<file path="src/rtl/regfile_wb_arbiter.sv">
// Writeback arbiter for the single regfile write port, with a pending-write scoreboard for decode stalls.
// Define WB_ARB_RR_EN for round-robin arbitration; otherwise fixed priority (lowest index wins).
module regfile_wb_arbiter #(
   parameter int unsigned N_REQ  = 3,
   parameter int unsigned ADDR_W = 5,
   parameter int unsigned DATA_W = 32
) (
   input  logic                      i_clk,
   input  logic                      i_reset_n,
   input  logic [N_REQ-1:0]          i_req_valid,
   input  logic [N_REQ*ADDR_W-1:0]   i_req_addr,
   input  logic [N_REQ*DATA_W-1:0]   i_req_data,
   output logic [N_REQ-1:0]          o_req_ready,
   output logic [ADDR_W-1:0]         o_rd_addr,
   output logic [DATA_W-1:0]         o_rd_data,
   output logic                      o_rd_wren,
   input  logic                      i_iss_valid,
   input  logic [ADDR_W-1:0]         i_iss_rd,
   output logic                      o_iss_ready,
   input  logic [ADDR_W-1:0]         i_rs1_addr,
   input  logic [ADDR_W-1:0]         i_rs2_addr,
   output logic                      o_rs1_busy,
   output logic                      o_rs2_busy
);
   localparam int unsigned N_REG = 1 << ADDR_W;
   localparam int unsigned PTR_W = (N_REQ > 1) ? $clog2(N_REQ) : 1;

   logic [N_REQ-1:0]  grant;
   logic [PTR_W-1:0]  grant_idx;
   logic              xfer;
   logic [ADDR_W-1:0] sel_addr;
   logic [DATA_W-1:0] sel_data;
   logic [N_REG-1:0]  busy;
   logic [N_REG-1:0]  busy_nxt;
   logic              iss_fire;

`ifdef WB_ARB_RR_EN
   logic [PTR_W-1:0]  rr_ptr;
   int unsigned       cand;
   logic [PTR_W-1:0]  cand_idx;

   // Round-robin search starting at rr_ptr, wrapping modulo N_REQ
   always_comb begin
      grant     = '0;
      grant_idx = '0;
      xfer      = 1'b0;
      cand      = 0;
      cand_idx  = '0;
      for (int unsigned i = 0; i < N_REQ; i++) begin
         cand = 32'(rr_ptr) + i;
         if (cand >= N_REQ) cand = cand - N_REQ;
         cand_idx = PTR_W'(cand);
         if (!xfer && i_req_valid[cand_idx]) begin
            xfer            = 1'b1;
            grant_idx       = cand_idx;
            grant[cand_idx] = 1'b1;
         end
      end
   end

   always_ff @(posedge i_clk or negedge i_reset_n) begin
      if (!i_reset_n)
         rr_ptr <= '0;
      else if (xfer)
         rr_ptr <= (32'(grant_idx) == N_REQ - 1) ? '0 : grant_idx + 1'b1;
   end
`else
   logic [PTR_W-1:0]  idx;

   // Fixed priority: lowest valid index wins
   always_comb begin
      grant     = '0;
      grant_idx = '0;
      xfer      = 1'b0;
      idx       = '0;
      for (int unsigned i = 0; i < N_REQ; i++) begin
         idx = PTR_W'(i);
         if (!xfer && i_req_valid[idx]) begin
            xfer       = 1'b1;
            grant_idx  = idx;
            grant[idx] = 1'b1;
         end
      end
   end
`endif

   assign o_req_ready = grant;
   assign sel_addr    = i_req_addr[32'(grant_idx) * ADDR_W +: ADDR_W];
   assign sel_data    = i_req_data[32'(grant_idx) * DATA_W +: DATA_W];

   // Registered regfile write; x0 writes are accepted but suppressed here
   always_ff @(posedge i_clk or negedge i_reset_n) begin
      if (!i_reset_n) begin
         o_rd_wren <= 1'b0;
         o_rd_addr <= '0;
         o_rd_data <= '0;
      end else if (xfer) begin
         o_rd_wren <= (sel_addr != '0);
         o_rd_addr <= sel_addr;
         o_rd_data <= sel_data;
      end else begin
         o_rd_wren <= 1'b0;
      end
   end

   // A write retiring in the same cycle as a new issue to that register frees the slot
   assign o_iss_ready = ~busy[i_iss_rd] | (o_rd_wren & (o_rd_addr == i_iss_rd)) | (i_iss_rd == '0);
   assign iss_fire    = i_iss_valid & o_iss_ready & (i_iss_rd != '0);

   // Clear on regfile write, then set on issue so a same-cycle set wins
   always_comb begin
      busy_nxt = busy;
      if (o_rd_wren) busy_nxt[o_rd_addr] = 1'b0;
      if (iss_fire)  busy_nxt[i_iss_rd]  = 1'b1;
      busy_nxt[0] = 1'b0;
   end

   always_ff @(posedge i_clk or negedge i_reset_n) begin
      if (!i_reset_n)
         busy <= '0;
      else
         busy <= busy_nxt;
   end

   assign o_rs1_busy = busy[i_rs1_addr];
   assign o_rs2_busy = busy[i_rs2_addr];
endmodule
</file>
<file path="config.mk">
export PLATFORM = sky130hd
export DESIGN_NAME = regfile_wb_arbiter
export DESIGN_NICKNAME = d
export VERILOG_FILES = /design/src/rtl/regfile_wb_arbiter.sv
export SDC_FILE = /design/constraint.sdc
export NUM_CORES = 1
export LEC_CHECK = 0
export BUFFER_PORTS_ARGS = -buffer_cell sky130_fd_sc_hd__buf_2
export CAP_MARGIN = 20
export CORE_MARGIN = 10
export CORE_UTILIZATION = 50
export CTS_CLUSTER_DIAMETER = 30
export DETAILED_ROUTE_END_ITERATION = 7
export GPL_ROUTABILITY_DRIVEN = 0
export GPL_TIMING_DRIVEN = 0
export PLACE_DENSITY_LB_ADDON = 0.1
export SYNTH_ARGS = -nofsm -noshare
export SYNTH_HDL_FRONTEND = slang
export SYNTH_SLANG_ARGS = --single-unit
</file>
<file path="constraint.sdc">
create_clock -name i_clk -period 2 [get_ports i_clk]
set_input_delay 0.1 -clock i_clk [delete_from_list [all_inputs] [get_ports i_clk]]
set_output_delay 0.1 -clock i_clk [all_outputs]
set_load 0.02 [all_outputs]
</file>
==> reports/qor.txt, run 1 <==
status: finished with violations
failing checks: negative setup slack
Peak VDD IR: 0.000352 V
Setup violations, final: 3
share of layout cells above drive strength 1: 34.2%
total wire length: 17800 um
cell count after placement: 820
RSZ-0062 raised after global routing: true
critical path launch point type: flop
Antenna Nets Post-Route: 0
CTS sink count: 69
initial antenna violation count: 1
reg2reg start: o_rd_addr[0]
flops & latches, synth: 69
final worst clock skew: 0.0108 ns
clk root buf: clkbuf_8
Top cell by count, worst path: mux4_2
TritonCTS clock tree: built
most common cell after layout, fill and taps aside: buf_2
DRC: 0
pre-CTS setup slack: -0.147 ns
CP Max Fanout: 4
post-route insts no fill: 872
vias in the first global route: 5309
Worst-Margin Slew: 0.885 ns
DR pass1 iterations: 5
Port Buffers: 170
Via density: 6.05
hold depth: 3
slowest cell delay on critical path: 0.51 ns
row count: 35
Synth Warn #: 0
Crit-path slowest cell: mux4_2
Setup WS post-layout: -0.286 ns
Final min period: 2.29 ns
commonest non-fill, non-tap cells in the layout: buf_2 (173), nand2_1 (87), o21ai_0 (71), dfrtp_1 (67), nor2_1 (56)
power per cell area: 892 nW/um^2
clock share of power: 23.1%
via count: 5274
Worst R2R Path Depth: 5
worst reg-to-reg setup slack: 0.04 ns
Area after DPL: 5710 um^2
Synth top area share: 36.6%
worst path cell trace: mux4_2, mux4_2, mux2_4, buf_6
Req. time, crit path: 1.90 ns
dominant synthesized flop cell: dfrtp_1
Max Buffers Root-to-Sink: 2
starting density of the core: 51.3%
switching share of power: 36.2%
Leakage: 0.00273 uW
Die X: 117 um
die height: 117 um
largest cells by area after synthesis: dfrtp_1 (37%), mux4_2 (8.6%), o21ai_0 (7.5%)
Final Cell Area: 6330 um^2
Mapped Area: 4720 um^2
later-pin clock latency in the skew report: 0.36 ns
Avg Inst Size Synth: 8.75 um^2
Fin. Hold Viols: 0
Slew HR: 41.0%
HPWL after DPL: 13400 um
Synth Net Count: 671
WL/cell: 20.4 um
CP Capture Type: primary output
core area: 9200 um^2
Final Net Count: 887
post-route clock period utilization: 114%
hold_sp: i_req_data[26]
gr usage total: 25.8%
clock-pin slew on the worst setup and hold paths: 0.07 ns
worst hold endpoint: o_rd_data[26]
family with the most delay on the worst path: multiplexers
P&R area growth vs syn: 34.1%
Combinational Power Share: 37.8%
Crit Reg-Reg Endpoint: busy[18]
I/O Pins: 176
largest net degree at the start of global routing: 70
Post-synth EDFFs: 0
global-route wire length before repair: 27700 um
1st-iter DRT viols: 332
max cap viols: 0
Worst Hold Class: in2reg
fmax: 438 MHz
Flop pwr share: 39.1%
post-layout util: 68.8%
Synth cell types: 46
clock buffer count from CTS: 9
Slew Viols, Final: 0
Seq/Total Area, Yosys: 36.6%
H-tree levels: 3
WP data arrival: 2.19 ns
FFs w/ async S/R, synth: 100%
Net Sw Power: 2050 uW
internal power: 3600 uW
CP bufs+invs: 1
Gate Count Post-Synth: 539
critical path class: reg2out
GRT overflow: 0
Die ar.: 13700 um^2
Synth area leader: dfrtp_1
synthesized netlist by cell type, types with 2 or more instances:
| cell | number |
|---|---|
| o21ai_0 | 71 |
| or4_1 | 2 |
| nor2b_1 | 3 |
| or3b_2 | 4 |
| nor3b_1 | 3 |
| nand2b_1 | 3 |
| xnor2_1 | 5 |
| mux2i_1 | 16 |
| o311ai_1 | 2 |
| or3b_1 | 3 |
| nand2_1 | 87 |
| buf_1 | 2 |
| nor3_1 | 9 |
| mux2_2 | 10 |
| buf_6 | 2 |
| nand3_1 | 11 |
| a22oi_1 | 34 |
| o22ai_1 | 3 |
| dfrtp_1 | 69 |
| a21oi_1 | 37 |
| o211ai_1 | 5 |
| o311ai_2 | 4 |
| or3_1 | 2 |
| buf_2 | 7 |
| nand3b_1 | 8 |
| a31oi_1 | 3 |
| clkbuf_1 | 31 |
| o21ai_1 | 4 |
| o221ai_2 | 2 |
| nand4_1 | 4 |
| mux4_2 | 18 |
| o211ai_2 | 5 |
| nor2_1 | 57 |
stage by stage:
stage | hold WS, ns | total power, uW | setup TNS (ns)
after detailed placement | 0.280 | 4110 | -0.147
after CTS | 0.00125 | 5540 | -0.777
after global placement | 0.346 | 4040 | -0.126
after floorplan | -0.196 | 3400 | 0
after global routing | 0.0109 | 5920 | -1.03
final | 0.0142 | 5640 | -0.756
cell families after synthesis:
group	synth area share, %
AO/OA/AOI/OAI	24.1
XOR/XNOR	0.928
buffers and inverters	4.08
flip-flops	36.6
multiplexers	14.7
AND/OR/NAND/NOR	19.6
sequential cells by signal, indices dropped and copies added, names as in the netlist:
register and flops:
o_rd_addr 5, busy 31, o_rd_data 32, o_rd_wren 1
worst register-to-register path: cells and delay by family (launching register included):
family | cells | cell delay (ns)
XOR/XNOR | 1 | 0.17
AND/OR/NAND/NOR | 3 | 1.12
flip-flops | 1 | 0.46
AO/OA/AOI/OAI | 1 | 0.12
per-layer routing:
metal | vias up | wire [um] | global-route usage, %
li1 | 2412 | - | -
met2 | 293 | 8720 | 42.5
met1 | 2517 | 6760 | 30.1
met4 | 2 | 532 | 10.5
met3 | 50 | 1740 | 8.87
met5 | - | 13 | 0
power by group through the flow:
stage | clock network, uW | registers, uW | logic, uW
after floorplan | 0 | 2130 | 1270
after global placement | 0 | 2180 | 1860
after detailed placement | 0 | 2200 | 1910
after CTS | 1320 | 2180 | 2040
after global routing | 1380 | 2250 | 2290
final | 1310 | 2210 | 2130
worst max path at each step:
stage	from	to	slack (ns)	cells after the start
detailed placement	i_iss_rd[0]	o_iss_ready	-0.15	10
CTS	busy[19]	o_rs1_busy	-0.28	4
floorplan	busy[25]	o_iss_ready	0.14	6
finish	busy[31]	o_rs2_busy	-0.29	4
global route	busy[23]	o_rs2_busy	-0.32	4
global placement	i_iss_rd[0]	o_iss_ready	-0.13	10
repair_timing:
item                       CTS  global route
hold endpoints to repair    96             0
gates resized for setup      6             9
buffers inserted             3             4
hold buffers                28             0
setup endpoints to repair    3            17
pin swaps                    3             3
area by class of cell:
| cell class | instances | area (um^2) |
|---|---|---|
| Fill cell | 777 | 2870 |
| Clock inverter | 6 | 86.3 |
| Timing Repair Buffer | 205 | 1200 |
| Tap cell | 111 | 139 |
| Buffer | 43 | 189 |
| Antenna cell | 1 | 2.50 |
| Clock buffer | 10 | 138 |
| Multi-Input combinational cell | 426 | 2840 |
| Sequential cell | 69 | 1730 |
| Inverter | 1 | 3.75 |
(Power assumes the default switching activity.)
==> run 2: changes to the inputs <==
Settings changed: CORE_MARGIN 10 to 3.
==> reports/qor.txt, run 2 (same netlist as run 1, synthesis figures left out) <==
HPWL after DPL: 12100 um
Overall Power: 5480 uW
pre-CTS setup slack: -0.0799 ns
filler instances: 754
CP Max Fanout: 4
Worst Hold Class: in2reg
Die X: 103 um
Slew Viols, Final: 0
later-pin clock latency in the skew report: 0.36 ns
power per cell area: 879 nW/um^2
number of flip-flops in the largest register: 32
Final min period: 2.27 ns
initial antenna violation count: 0
fmax: 441 MHz
clk root buf: clkbuf_8
Die ar.: 10600 um^2
1st-iter DRT viols: 339
Worst R2R Path Depth: 6
Final Net Count: 883
P&R area growth vs syn: 32.0%
RSZ-0062 raised after global routing: true
row count: 34
via count: 5118
Slew HR: 40.8%
TritonCTS clock tree: built
commonest non-fill, non-tap cells in the layout: buf_2 (173), nand2_1 (87), o21ai_0 (71), dfrtp_1 (69), nor2_1 (57)
Ant. Diodes: 0
H-tree levels: 3
max cap viols: 0
worst reg-to-reg setup slack: 0.09 ns
clock buffer count from CTS: 9
final worst clock skew: 0.0164 ns
gr usage total: 30.3%
GRT overflow: 0
hold_sp: i_req_data[1]
Peak VDD IR: 0.000379 V
largest net degree at the start of global routing: 70
starting density of the core: 52.8%
WP data arrival: 2.17 ns
Max Buffers Root-to-Sink: 2
CP Launch Point: busy[23]
I/O Pins: 176
Setup WS post-layout: -0.266 ns
top flop regs: o_rd_data: 32 flops, busy: 31 flops, o_rd_addr: 5 flops
Via density: 5.92
Antenna Nets Post-Route: 0
reg2reg start: o_rd_addr[0]
failing checks: negative setup slack
CP Capture Type: primary output
core area: 8930 um^2
post-route clock period utilization: 113%
status: finished with violations
critical path launch point type: flop
critical path class: reg2out
DR pass1 iterations: 5
Leakage: 0.00269 uW
die height: 103 um
capture point of the worst path: o_rs2_busy
CTS sink count: 69
most common cell after layout, fill and taps aside: buf_2
Worst-Margin Slew: 0.888 ns
Setup violations, final: 3
share of layout cells above drive strength 1: 34.0%
DRC: 0
Fin. Hold Viols: 0
Req. time, crit path: 1.90 ns
clock-pin slew on the worst setup and hold paths: 0.08 ns
global-route wire length before repair: 25100 um
vias in the first global route: 5008
WL/cell: 18.3 um
Port Buffers: 170
Crit Reg-Reg Endpoint: busy[5]
Reg with most FFs: o_rd_data
total wire length: 15800 um
run 2: cell count changes in the layout (fill, tap and decap cells not counted), sizes merged:
cell / delta
diode: -1
inv: +1
dlygate4sd3: -7
clkinvlp: +2
clkinv: -1
bufinv: -1
buf: +3
clkbuf: -1
run 2: layout make-up:
class                      instances  area, um^2  area share (%)
timing repair buffer             201        1150            18.5
clock buffer                       9         124            1.99
inverter                           1        3.75          0.0603
sequential                        69        1730            27.7
multi-input combinational        426        2820            45.2
tap                              108         135            2.17
buffer                            43         193            3.09
clock inverter                     7        75.1            1.21
run 2: stage by stage:
| stage | std cells | hold WS [ns] | cell area (um^2) | util [%] | setup TNS [ns] |
|---|---|---|---|---|---|
| floorplan | 539 | -0.196 | 4720 | - | 0 |
| global placement | 817 | 0.346 | 5700 | 63.9 | -0.0742 |
| detailed placement | 817 | 0.275 | 5710 | 63.9 | -0.103 |
| CTS | 859 | 0.000769 | 6170 | 69.0 | -0.763 |
| global route | 864 | 0.0185 | 6230 | 69.7 | -1.16 |
| finish | 864 | 0.00896 | 6230 | 69.7 | -0.756 |
run 2: power breakdown:
| group | switching, uW | internal [uW] |
|---|---|---|
| registers | 432 | 1770 |
| logic | 1010 | 1090 |
| clock network | 592 | 579 |
| total | 2030 | 3440 |
run 2: worst max-delay path, stage by stage (launching register included):
cell and delay (ns):
dfrtp_1 0.43, mux4_2 0.49, mux4_2 0.47, mux2_2 0.29, buf_6 0.13
run 2: how the worst min path moves through the flow:
stage,slack (ns),end,depth (start not counted)
2_1_floorplan,-0.20,busy[10],0
3_3_place_gp,0.35,o_rd_data[7],3
3_5_place_dp,0.28,busy[8],1
4_1_cts,0.0008,o_rd_data[18],3
5_1_grt,0.02,o_rd_data[6],3
6_report,0.009,o_rd_data[1],3
run 2: repair_timing:
item	in CTS	in global routing
buffers inserted	5	5
endpoints found under the setup margin	3	12
pin swaps	3	2
hold endpoints to repair	89	0
resized for setup	5	4
hold buffers	21	0
run 2: per-layer routing:
layer,wire [um],track usage (%),vias to the layer above
met5,0,0,-
met4,575,13.5,0
met3,1280,6.09,45
met2,7980,51.3,265
met1,5990,37.3,2402
li1,-,-,2406
==> run 3: changes to the inputs <==
Settings changed: SETUP_SLACK_MARGIN set to 0.1.
==> reports/qor.txt, run 3 (same netlist as run 1, synthesis figures left out) <==
fmax: 440 MHz
P&R area growth vs syn: 32.8%
Worst Hold Class: in2reg
CP Max Fanout: 4
share of layout cells above drive strength 1: 34.3%
Ant. Diodes: 0
commonest non-fill, non-tap cells in the layout: buf_2 (173), nand2_1 (87), o21ai_0 (71), dfrtp_1 (69), nor2_1 (57)
family with the most delay on the worst path: multiplexers
critical path launch point type: flop
most used routing layer: met2
HPWL after DPL: 12100 um
die height: 103 um
met1 usage: 37.4%
Final Net Count: 883
1st-iter DRT viols: 335
clock buffer count from CTS: 9
gr usage total: 30.3%
initial antenna violation count: 0
TritonCTS clock tree: built
via count: 5144
Fin. Hold Viols: 0
global-route wire length before repair: 25100 um
Antenna Nets Post-Route: 0
Reg with most FFs: o_rd_data
Setup TNS: -0.755 ns
met3 usage: 6.02%
Peak VDD IR: 0.000380 V
Die ar.: 10600 um^2
H-tree levels: 3
DR pass1 iterations: 5
max cap viols: 0
power per cell area: 881 nW/um^2
clock-pin slew on the worst setup and hold paths: 0.07 ns
row count: 34
GRT overflow: 0
failing checks: negative setup slack
post-route insts no fill: 864
Slew Viols, Final: 0
status: finished with violations
vias in the first global route: 5032
Worst-Margin Slew: 0.884 ns
worst reg-to-reg setup slack: 0.09 ns
total wire length: 15900 um
Port Buffers: 170
Top cell by count, worst path: mux4_2
Via density: 5.95
clk root buf: clkbuf_8
CP bufs+invs: 1
CTS sink count: 69
core area: 8930 um^2
CP Capture Type: primary output
Setup WS post-layout: -0.272 ns
starting density of the core: 52.8%
M2 GR Usage: 51.4%
post-route clock period utilization: 114%
Max Buffers Root-to-Sink: 2
Req. time, crit path: 1.90 ns
most common cell after layout, fill and taps aside: buf_2
slowest cell delay on critical path: 0.50 ns
Final min period: 2.27 ns
Slew HR: 41.1%
filler instances: 745
post-layout util: 70.2%
WL/cell: 18.4 um
later-pin clock latency in the skew report: 0.35 ns
I/O Pins: 176
Crit-path slowest cell: mux4_2
Setup violations, final: 3
critical path class: reg2out
Leakage: 0.00272 uW
RSZ-0062 raised after global routing: true
DRC: 0
final worst clock skew: 0.0146 ns
worst path cell trace: mux4_2, mux4_2, mux2_2, buf_6
top flop regs: o_rd_data: 32 flops, busy: 31 flops, o_rd_addr: 5 flops
Die X: 103 um
WP data arrival: 2.17 ns
number of flip-flops in the largest register: 32
cell count after placement: 817
largest net degree at the start of global routing: 70
run 3: area by class of cell:
type	instances	area [um^2]	share of cell area, %
plain buffers	43	194	3.09
well taps	108	135	2.16
inverters	1	3.75	0.0599
clock inverters	7	75.1	1.20
multi-input cells	426	2860	45.6
flip-flops and latches	69	1730	27.6
repair buffers	201	1150	18.4
clock buffers	9	124	1.98
run 3: path summary, 6_finish.rpt:
check                         startpoint             to  cells past startpoint
min                        i_req_data[2]   o_rd_data[2]                      3
min in group asynchronous      i_reset_n        busy[5]                      2
max                             busy[22]     o_rs2_busy                      4
max in group asynchronous      i_reset_n  o_rd_data[31]                      2
min reg2reg                o_rd_data[18]  o_rd_data[18]                      2
max reg2reg                 o_rd_addr[0]       busy[20]                      6
run 3: through the flow:
| step | hold WS (ns) | total power, uW | setup slack [ns] | instance area [um^2] |
|---|---|---|---|---|
| final | 0.0113 | 5520 | -0.272 | 6270 |
| after global placement | 0.346 | 4030 | -0.0742 | 5700 |
| after CTS | 0.000769 | 5390 | -0.269 | 6180 |
| after detailed placement | 0.275 | 4110 | -0.0799 | 5710 |
| after global routing | 0.0185 | 5830 | -0.339 | 6270 |
| after floorplan | -0.196 | 3400 | 0.143 | 4720 |
run 3: report_power, final:
| group | switching, uW | internal [uW] |
|---|---|---|
| combinational | 1030 | 1120 |
| clock | 586 | 580 |
| sequential | 433 | 1770 |
run 3: worst reg2reg max path, delay by kind of cell (launching register included):
| kind | cells | cell delay, ns |
|---|---|---|
| flip-flops | 1 | 0.46 |
| buffers and inverters | 1 | 0.32 |
| AND/OR/NAND/NOR | 3 | 0.76 |
| AO/OA/AOI/OAI | 1 | 0.14 |
| XOR/XNOR | 1 | 0.17 |
run 3: layer usage:
layer	vias up	part of all wire [%]
met5	-	0
met3	53	7.6
met4	0	3.9
met1	2441	38
li1	2404	-
met2	246	50
run 3: timing repair:
| item | CTS | global route |
|---|---|---|
| hold endpoints to repair | 89 | 0 |
| pin swaps | 3 | 5 |
| gates resized for setup | 7 | 8 |
| hold buffers | 21 | 0 |
| endpoints found under the setup margin | 5 | 20 |
| setup buffers | 5 | 5 |
